`src/rtl/score_display.sv`:
```
// score_display: left/right scores rendered as 7-segment digits on the pixel stream.
// SCORE_BLINK_EN: winner digit blinks 16 frames on / 16 off after game over.
module score_display #(
  parameter int LX        = 160,
  parameter int RX        = 460,
  parameter int Y0        = 32,
  parameter int DIGIT_W   = 20,
  parameter int DIGIT_H   = 36,
  parameter int SEG_T     = 4,
  parameter int WIN_SCORE = 9
) (
  input  logic       i_clk,
  input  logic       i_rst_n,
  input  logic [9:0] i_x,
  input  logic [9:0] i_y,
  input  logic       i_de,
  input  logic       i_point_l,
  input  logic       i_point_r,
  input  logic       i_new_game,
  input  logic       i_frame_tick,
  output logic [3:0] o_rom_addr,
  input  logic [6:0] i_rom_data,
  output logic       o_pixel_on,
  output logic [3:0] o_score_l,
  output logic [3:0] o_score_r,
  output logic       o_game_over
);

  localparam logic [9:0] L0   = 10'(LX);
  localparam logic [9:0] L1   = 10'(LX + DIGIT_W);
  localparam logic [9:0] R0   = 10'(RX);
  localparam logic [9:0] R1   = 10'(RX + DIGIT_W);
  localparam logic [9:0] T0   = 10'(Y0);
  localparam logic [9:0] T1   = 10'(Y0 + DIGIT_H);
  localparam logic [9:0] ST   = 10'(SEG_T);
  localparam logic [9:0] WT   = 10'(DIGIT_W - SEG_T);
  localparam logic [9:0] HH   = 10'(DIGIT_H / 2);
  localparam logic [9:0] MID0 = 10'(DIGIT_H / 2 - SEG_T / 2);
  localparam logic [9:0] MID1 = 10'(DIGIT_H / 2 + SEG_T / 2);
  localparam logic [9:0] HT   = 10'(DIGIT_H - SEG_T);
  localparam logic [3:0] WIN  = 4'(WIN_SCORE);

  logic [3:0] score_l_q, score_l_d;
  logic [3:0] score_r_q, score_r_d;
  logic       game_over_q, game_over_d;
  logic [9:0] dx_q, dx_d;
  logic [9:0] dy_q, dy_d;
  logic       in_cell_q, in_cell_d;
  logic       sel_r_q, sel_r_d;
  logic       pixel_on_q, pixel_on_d;
  logic       in_l, in_r, in_y;
  logic       upper, lower;
  logic [6:0] seg;
  logic       blank;

  always_comb begin
    score_l_d   = score_l_q;
    score_r_d   = score_r_q;
    game_over_d = game_over_q
                | (score_l_q == WIN)
                | (score_r_q == WIN);
    if (i_new_game) begin
      score_l_d   = '0;
      score_r_d   = '0;
      game_over_d = 1'b0;
    end else if (!game_over_q) begin
      if (i_point_l && score_l_q != WIN)
        score_l_d = score_l_q + 4'd1;
      if (i_point_r && score_r_q != WIN)
        score_r_d = score_r_q + 4'd1;
    end
  end

  always_comb begin
    in_y       = (i_y >= T0) && (i_y < T1);
    in_l       = in_y && (i_x >= L0) && (i_x < L1);
    in_r       = in_y && (i_x >= R0) && (i_x < R1);
    o_rom_addr = in_r ? score_r_q : score_l_q;
    dx_d       = in_r ? (i_x - R0) : (i_x - L0);
    dy_d       = i_y - T0;
    in_cell_d  = (in_l | in_r) & i_de;
    sel_r_d    = in_r;
  end

  always_comb begin
    upper  = dy_q < HH;
    lower  = !upper;
    seg[0] = dy_q < ST;
    seg[1] = (dx_q < ST) && upper;
    seg[2] = (dx_q >= WT) && upper;
    seg[3] = (dy_q >= MID0) && (dy_q < MID1);
    seg[4] = (dx_q < ST) && lower;
    seg[5] = (dx_q >= WT) && lower;
    seg[6] = dy_q >= HT;
    pixel_on_d = in_cell_q & ~blank
               & (|(i_rom_data & seg));
  end

`ifdef SCORE_BLINK_EN
  logic [4:0] blink_q, blink_d;
  logic       winner;

  always_comb begin
    blink_d = blink_q;
    if (i_new_game || !game_over_q)
      blink_d = '0;
    else if (i_frame_tick)
      blink_d = blink_q + 5'd1;
    winner = sel_r_q ? (score_r_q == WIN)
                     : (score_l_q == WIN);
    blank  = blink_q[4] & winner;
  end

  always_ff @(posedge i_clk or negedge i_rst_n) begin
    if (!i_rst_n) blink_q <= '0;
    else          blink_q <= blink_d;
  end
`else
  logic unused_tick;
  assign unused_tick = i_frame_tick;
  assign blank       = 1'b0;
`endif

  always_ff @(posedge i_clk or negedge i_rst_n) begin
    if (!i_rst_n) begin
      score_l_q   <= '0;
      score_r_q   <= '0;
      game_over_q <= 1'b0;
      dx_q        <= '0;
      dy_q        <= '0;
      in_cell_q   <= 1'b0;
      sel_r_q     <= 1'b0;
      pixel_on_q  <= 1'b0;
    end else begin
      score_l_q   <= score_l_d;
      score_r_q   <= score_r_d;
      game_over_q <= game_over_d;
      dx_q        <= dx_d;
      dy_q        <= dy_d;
      in_cell_q   <= in_cell_d;
      sel_r_q     <= sel_r_d;
      pixel_on_q  <= pixel_on_d;
    end
  end

  assign o_pixel_on  = pixel_on_q;
  assign o_score_l   = score_l_q;
  assign o_score_r   = score_r_q;
  assign o_game_over = game_over_q;

endmodule

```
`config.mk`:
```
export PLATFORM = sky130hd
export DESIGN_NAME = score_display
export DESIGN_NICKNAME = d
export VERILOG_FILES = /design/src/rtl/score_display.sv
export SDC_FILE = /design/constraint.sdc
export NUM_CORES = 1
export LEC_CHECK = 0
export CAP_MARGIN = 20
export CELL_PAD_IN_SITES_DETAIL_PLACEMENT = 2
export CELL_PAD_IN_SITES_GLOBAL_PLACEMENT = 2
export CORE_MARGIN = 2
export CORE_UTILIZATION = 27
export DETAILED_ROUTE_END_ITERATION = 12
export GPL_TIMING_DRIVEN = 1
export PLACE_DENSITY = 0.76
export RECOVER_POWER = 100
export SLEW_MARGIN = 20
export SYNTH_ARGS = -nofsm -noshare
export SYNTH_HDL_FRONTEND = slang
export SYNTH_SLANG_ARGS = --single-unit
```
`constraint.sdc`:
```
create_clock -name i_clk -period 2.32 [get_ports i_clk]
set_input_delay 0.232 -clock i_clk [delete_from_list [all_inputs] [get_ports i_clk]]
set_output_delay 0.232 -clock i_clk [all_outputs]
set_load 0.05 [all_outputs]
```
==> metrics, run 1 <==
status finished with violations; failing checks max-capacitance violations, max-slew violations; library cells used by synthesis 35; share of cells above drive strength 1 ~12%; drt drc 0; Die W 77.8 µm; number of fill cells 544; asr flop ratio synth 100%; cell with the most instances after synthesis dfrtp_1; post-layout util 41.8%; Syn Nets approximately 180; Final Total Pwr between 1 and 1.5 mW; CTS Root Cell clkbuf_8; Cell Area, Synth 1470 µm²; Final Instance Area around 2200 µm²; Die Y 77.8 µm; H-tree levels 1; worst setup path end o_rom_addr[3]; CP Max Fanout 6; top cells by area, synth dfrtp_1 (48%), ha_1 (9.4%), xor2_1 (4.2%); Worst-Margin Slew around 1.5 ns; Worst slew margin -0.443%; CTS Buf Count 3; clk_lat worst skew 0.28 ns; Starting Density ~28%; port bufs 45; first-pass GRT wire length about 7600 µm; Synthesis Warnings 0; Avg Vias per Cell 4.67; Starting DRT DRC Count 21; CP Capture Type output port; Clock Path Buffers 2; worst hold path class primary input to register; Clock Skew approximately 0.008 ns; reg2reg path depth 6; top-area cell type share of the netlist area between 40% and 50%; Rows 26; Startpoint Class primary input; Clock Sinks 28; dpl cell area about 2100 µm²; DRT antenna net count 0; largest net degree at the start of global routing 29; dpl ws -0.173 ns; Top Ports 48; VDD IR max ~0.23 mV; flop-to-flop setup slack 0.40 ns; worst setup path category primary input to output port; total negative slack 0 ns; CTS tree built; largest area contributor in the netlist dfrtp_1; vias in the first global route roughly 1500; routed len/inst around 17 µm; Crit. Startpoint i_x[8]; EDFF count, synth 0; Layout area overhead 47.0%; power density over the cells between 500 and 600 nW/µm²; die area approximately 6100 µm²; GR Overflow Total 0; #FFs+latches synth 28; clock transition at the registers of the reported paths 0.10 ns; Fmax achieved approximately 450 MHz; Vias between 1000 and 1500; WP data required around 2.1 ns; reg2reg start o_score_l[1]; Primary FF master, synth dfrtp_1; All-Layer GR Usage 15.8%; Final Max Slew Viols 29; Final Worst Setup Slack ~0.079 ns; routed wire length 4360 µm; initial antenna violation count 0; Max-cap violations 1; capturing point of the worst reg2reg path o_score_l[3]; Tcrit/Tclk final a little over nine tenths; LEAKAGE between 0.9 and 1 nW; HPWL after DPL around 3300 µm; Final Setup Violations 0; Post-Synthesis Cells roughly 140; Min Clock Period, post-route 2.24 ns; synth cell count leaders dfrtp_1 (28), inv_1 (13), nor2_1 (13), ha_1 (11), nand2_1 (10); core area 5170 µm²; ant diodes 0; final hold viol count 0; routability-driven placement congestion ratio roughly 0.75; sequential fraction of the synthesis area around 48%; RSZ-0062 raised after global routing false; net total in the final layout 240; Pre-antenna DRT Iters 3; Mean Syn Cell Area roughly 11 µm²; CP arrival roughly 2 ns
-- critical path: stages --
cell,delay [ns]
clkdlybuf4s50_1,0.48
nor4bb_1,0.32
o211ai_1,0.22
nor2b_2,0.16
buf_6,0.13
mux2_4,0.31
buf_8,0.15
-- state kept, by name, indices dropped and copies added (netlist names) --
name         count
o_score_l        4
o_score_r        4
o_pixel_on       1
dx_q             8
dy_q             9
o_game_over      1
in_cell_q        1
-- kinds of logic after synthesis --
kind of cell	after synthesis	synth area share (%)
xor gates and xnor gates	12	7.14
DFF	28	47.6
AOI/OAI and AO/OA	21	9.35
and+or+nand+nor	39	14.1
muxes	10	7.14
adders and majority gates	11	9.35
buffers and inverters	17	5.27
-- area by class of cell --
cell class	instances	area (µm²)	area share (%)
inverters	13	48.8	2.26
well taps	70	87.6	4.05
clock buffers	3	41.3	1.91
repair buffers	56	539	24.9
multi-input cells	93	716	33.1
flip-flops and latches	28	701	32.4
clock inverters	1	30.0	1.39
-- how the worst min path moves through the flow --
stage	from	endpoint	slack (ns)	depth (start not counted)
2_1_floorplan	i_rst_n	dx_q[2]	-0.06	0
3_3_place_gp	in_cell_q	o_pixel_on	0.50	1
3_5_place_dp	in_cell_q	o_pixel_on	0.50	1
4_1_cts	i_y[4]	dy_q[4]	0.20	1
5_1_grt	i_y[4]	dy_q[4]	0.20	1
6_report	i_y[4]	dy_q[4]	0.21	1
-- metal layers --
metal / vias to the layer above / share of wire (%) / global-route usage (%)
met5: - / 0 / 0
met2: 31 / 53 / 28.8
met4: 0 / 0.21 / 2.68
met3: 2 / 4.3 / 2.91
li1: 581 / - / -
met1: 620 / 42 / 19.6
-- per-stage QoR --
stage               cells  hold slack, ns
CTS                   264           0.199
floorplan             138         -0.0636
finish                264           0.208
detailed placement    258           0.505
global placement      258           0.500
global route          264           0.198
-- power breakdown --
| part | leakage (nW) | switching, mW | internal [mW] | total, mW |
|---|---|---|---|---|
| logic | 0.592 | 0.128 | 0.112 | 0.240 |
| registers | 0.348 | 0.0223 | 0.517 | 0.539 |
| clock network | 0.0357 | 0.158 | 0.231 | 0.389 |
-- cells in the final DEF (no fill, tap or decap), types with 3 or more instances in the layout --
cell type,instances
nor2_1,13
dlygate4sd3_1,13
dfrtp_1,28
o21ai_0,3
xnor2_1,5
xor2_1,7
inv_1,13
mux2i_1,6
a21oi_1,6
nand2_1,10
clkbuf_8,3
clkbuf_1,3
ha_1,11
buf_4,7
clkdlybuf4s50_1,24
dlygate4sd2_1,3
-- what timing repair did --
| action | 4_1_cts | 5_1_grt |
|---|---|---|
| hold buffers | 0 | 0 |
| setup buffers | 2 | 0 |
| hold endpoints to repair | 0 | 0 |
| gates cloned | 0 | 0 |
| gates resized for setup | 10 | 5 |
| pin swaps | 2 | 3 |
| setup endpoints to repair | 4 | 4 |
Note: power is estimated with default switching activity, not from simulation.
==> inputs of run 2 (changes only) <==
--- a/config.mk
+++ b/config.mk
@@ -8,7 +8,7 @@
 export CAP_MARGIN = 20
 export CELL_PAD_IN_SITES_DETAIL_PLACEMENT = 2
 export CELL_PAD_IN_SITES_GLOBAL_PLACEMENT = 2
-export CORE_MARGIN = 2
+export CORE_MARGIN = 1.5
 export CORE_UTILIZATION = 27
 export DETAILED_ROUTE_END_ITERATION = 12
 export GPL_TIMING_DRIVEN = 1
==> metrics, run 2 (synthesis results as in run 1) <==
status finished with violations; failing checks max-capacitance violations, max-slew violations; Clock Sinks 28; clock transition at the registers of the reported paths ~0.1 ns; worst hold path class primary input to register; Flop pwr share 49.4%; CTS Buf Count 3; CTS tree built; CP Max Fanout 7; worst min-delay path endpoint dy_q[3]; first-pass GRT wire length about 7400 µm; Clock Path Buffers 2; Clock Skew 0.00466 ns; Worst slew margin -5.52%; GR Overflow Total 0; VDD IR max between 0.2 and 0.3 mV; Max-cap violations 1; routed len/inst approximately 17 µm; Fmax achieved between 400 and 500 MHz; commonest non-fill, non-tap cell in the layout dfrtp_1; Final Max Slew Viols 29; Vias 1230; flop-to-flop setup slack 0.37 ns; dpl cell area between 2000 and 2500 µm²; die area a little under 6000 µm²; clock share of power between 20% and 30%; CTS Root Cell clkbuf_8; routed wire length 4400 µm; Worst-Margin Slew 1.58 ns; Pre-antenna DRT Iters 2; LEAKAGE 0.982 nW; vias in the first global route between 1000 and 1500; Switch Pwr 0.309 mW; most frequent cells in the layout dfrtp_1 (28), clkdlybuf4s50_1 (24), inv_1 (13), nor2_1 (13), dlygate4sd3_1 (13); drt drc 0; All-Layer GR Usage 15.7%; register name with the most flops dy_q; final hold viol count 0; Startpoint Class primary input; Rows 26; critical path buffer and inverter count 3; power density over the cells roughly 500 nW/µm²; Die Y just under 80 µm; WP data required ~2.1 ns; Final Instance Area around 2200 µm²; net total in the final layout ~240; worst hold path startpoint i_y[3]; Starting DRT DRC Count 33; most frequent CP cell buf_6; Final Setup Violations 0; Layout area overhead 48.1%; RSZ-0062 raised after global routing false; Sw Ratio about 28%; hold path depth 1; share of cells above drive strength 1 between 10% and 20%; Avg Vias per Cell 4.62; capturing point of the worst reg2reg path o_score_l[3]; HPWL after DPL 3420 µm; H-tree levels 1; Largest register FFs 9; port bufs 45; routability-driven placement congestion ratio between 0.7 and 0.8; DRT antenna net count 0; ant diodes 0; combinational fraction of design power 22.1%; Max stage delay on crit path about 0.41 ns; largest net degree at the start of global routing 29; core area slightly above 5000 µm²; Top Ports 48; Final Worst Setup Slack around 0.10 ns; dpl ws -0.172 ns; CP arrival 1.99 ns; CP max-delay cell o41a_1; Starting Density about 28%; initial antenna violation count 0; reg2reg path depth 5; Min Clock Period, post-route 2.22 ns; Largest regs dy_q x9, dx_q x8; Die W 76.8 µm; Tcrit/Tclk final 95.6%; worst setup path category primary input to output port; clk_lat worst skew about 0.27 ns; Pint a little under 0.8 mW; CP Capture Type output port; Worst path top cell family by delay buffers and inverters; crit-path cells dlygate4sd2_1 > o41a_1 > nor4b_4 > nor2b_4 > buf_6 > mux2_4 > buf_6; reg2reg start o_score_l[0]; Final Total Pwr ~1.1 mW
run 2: what timing repair did:
item                       CTS  global route
gates cloned                 0             0
resized for setup           13             6
pin swaps                    2             3
setup endpoints to repair    4             4
hold buffers                 0             0
setup buffers                1             4
run 2: through the flow:
step | std cells | hold slack (ns) | setup TNS, ns | utilization [%]
2_1_floorplan | 138 | -0.0636 | 0 | -
3_3_place_gp | 257 | 0.499 | -0.483 | 39.7
3_5_place_dp | 257 | 0.506 | -0.550 | 39.7
6_report | 266 | 0.177 | 0 | 42.1
5_1_grt | 266 | 0.177 | 0 | 42.1
4_1_cts | 262 | 0.204 | 0 | 41.4
run 2: worst max-delay path by stage:
stage	start	endpoint	slack, ns	cells past startpoint
after floorplan	i_x[2]	o_rom_addr[1]	0.009	6
after detailed placement	i_y[3]	o_rom_addr[0]	-0.17	7
after CTS	i_x[2]	o_rom_addr[2]	0.02	7
final	i_y[4]	o_rom_addr[0]	0.10	7
after global routing	i_y[6]	o_rom_addr[0]	0.02	7
after global placement	i_y[3]	o_rom_addr[3]	-0.16	7
run 2: layout make-up:
type | instances | area (µm²)
Clock buffer | 4 | 55.1
Fill cell | 537 | 2990
Inverter | 13 | 48.8
Multi-Input combinational cell | 93 | 723
Sequential cell | 28 | 701
Tap cell | 70 | 87.6
Timing Repair Buffer | 58 | 564
run 2: power by group through the flow:
stage,registers (mW),clock network [mW],logic [mW]
after global placement,0.546,0,0.230
after CTS,0.540,0.319,0.249
after floorplan,0.570,0,0.0828
after detailed placement,0.549,0,0.244
after global routing,0.544,0.347,0.262
final,0.539,0.311,0.242
run 2: metal layers:
layer,routed length [µm],track usage [%]
met4,7,2.04
met3,171,2.86
met5,0,0
met1,1860,18.3
met2,2370,30.1
==> inputs of run 3 (changes only) <==
--- a/config.mk
+++ b/config.mk
@@ -12,7 +12,7 @@
 export CORE_UTILIZATION = 27
 export DETAILED_ROUTE_END_ITERATION = 12
 export GPL_TIMING_DRIVEN = 1
-export PLACE_DENSITY = 0.76
+export PLACE_DENSITY = 0.75
 export RECOVER_POWER = 100
 export SLEW_MARGIN = 20
 export SYNTH_ARGS = -nofsm -noshare
==> metrics, run 3 (synthesis results as in run 1) <==
status finished with violations; failing checks max-capacitance violations, max-slew violations; Tcrit/Tclk final between 90% and 100%; CTS tree built; CP max-delay cell o41a_1; reg2reg start o_score_l[0]; Startpoint Class primary input; crit-path cells clkdlybuf4s15_1 > o41a_1 > nor4b_4 > nor2b_2 > buf_6 > mux2_4 > buf_8; VDD IR max roughly 0.24 mV; global route hottest layer met2; die area between 5000 and 6000 µm²; Clock Sinks 28; largest net degree at the start of global routing 29; register name with the most flops dy_q; worst hold path class primary input to register; Final Max Slew Viols 29; met1 Use GR between 10% and 20%; Max stage delay on crit path roughly 0.48 ns; Fmax achieved 446 MHz; final hold viol count 0; Worst-Margin Slew between 1.5 and 2 ns; Die Y between 70 and 80 µm; met3 usage 4.05%; number of buffers inserted by hold repair at cts 0; routed wire length 4390 µm; reg2reg path depth 5; Starting DRT DRC Count 45; vias in the first global route ~1500; GR Overflow Total 0; combinational fraction of design power 21.2%; WP data required between 2 and 2.5 ns; most frequent cells in the layout clkdlybuf4s50_1 (34), dfrtp_1 (28), inv_1 (13), nor2_1 (13); Clock Path Buffers 2; Flop pwr share between 40% and 50%; hold slack roughly 0.19 ns; core area 5170 µm²; ant diodes 0; first-pass GRT wire length around 7400 µm; total negative slack 0 ns; clock transition at the registers of the reported paths around 0.09 ns; Die W ~77 µm; CTS Root Cell clkbuf_8; LEAKAGE about 0.97 nW; Pint 0.868 mW; Worst slew margin -1.25%; Max-cap violations 1; Avg Vias per Cell ~4.7; routability-driven placement congestion ratio between 0.7 and 0.8; Sw Ratio 25.8%; net total in the final layout approximately 240; Final Total Pwr roughly 1.2 mW; CTS Buf Count 3; Crit. Startpoint i_y[2]; hold path depth 1; Clock Skew about 0.0031 ns; routed len/inst approximately 16 µm; Layout area overhead 49.7%; worst hold path startpoint i_y[2]; commonest non-fill, non-tap cell in the layout clkdlybuf4s50_1; Final Setup Violations 0; Min Clock Period, post-route ~2.2 ns; post-layout util approximately 43%; Pre-antenna DRT Iters 4; power density over the cells between 500 and 600 nW/µm²; Switch Pwr around 0.3 mW; Starting Density approximately 28%; port bufs 45; Rows 26; Largest regs dy_q x9, dx_q x8; H-tree levels 1; All-Layer GR Usage 15.8%; share of cells above drive strength 1 14.3%; DRT antenna net count 0; Top Ports 48; CP arrival 2.01 ns; clk_lat worst skew between 0.2 and 0.3 ns; CP Capture Type output port; CP Max Fanout 6; met2 Usage GRT between 30% and 40%; worst setup path category primary input to output port; clock share of power 32.7%; HPWL after DPL roughly 3300 µm; Vias 1244; Largest register FFs 9; initial antenna violation count 0; drt drc 0
-- run 3: what timing repair did --
action,CTS,global route
buffers inserted,2,1
endpoints found under the setup margin,4,4
resized for setup,10,8
pin swaps,2,2
-- run 3: metal layers --
layer	routed length, µm	share of wire, %
met1	1800	41
met2	2360	54
met3	213	4.9
met4	13	0.30
met5	0	0
-- run 3: critical path, delay by kind of cell --
family / cells / cell delay, ns
and+or+nand+nor: 2 / 0.50
AOI/OAI and AO/OA: 1 / 0.48
buffers and inverters: 3 / 0.47
muxes: 1 / 0.31
-- run 3: final timing paths --
path | endpoint | slack, ns
max in group asynchronous | o_score_r[1] | 0.59
min | dy_q[2] | 0.19
min in group asynchronous | dx_q[2] | 0.85
max reg2reg | o_score_l[3] | 0.41
max | o_rom_addr[0] | 0.08
min reg2reg | o_pixel_on | 0.53
-- run 3: final cells by class --
type	count	area, µm²
fillers	541	2970
repair buffers	58	576
clock inverters	1	30.0
well taps	70	87.6
clock buffers	3	41.3
multi-input cells	93	718
flip-flops and latches	28	701
inverters	13	48.8
-- run 3: through the flow --
step / area [µm²] / std cells / setup slack, ns
after CTS: 2170 / 265 / 0.00694
after global routing: 2200 / 266 / -0.0183
after global placement: 2070 / 259 / -0.162
after floorplan: 1470 / 138 / 0.00933
after detailed placement: 2070 / 259 / -0.198
final: 2200 / 266 / 0.0795
-- run 3: power groups by stage --
stage	Combinational [mW]	Clock [mW]	Sequential, mW
finish	0.248	0.382	0.539
detailed placement	0.243	0	0.550
global route	0.271	0.416	0.545
CTS	0.249	0.397	0.540
floorplan	0.0828	0	0.570
global placement	0.233	0	0.547
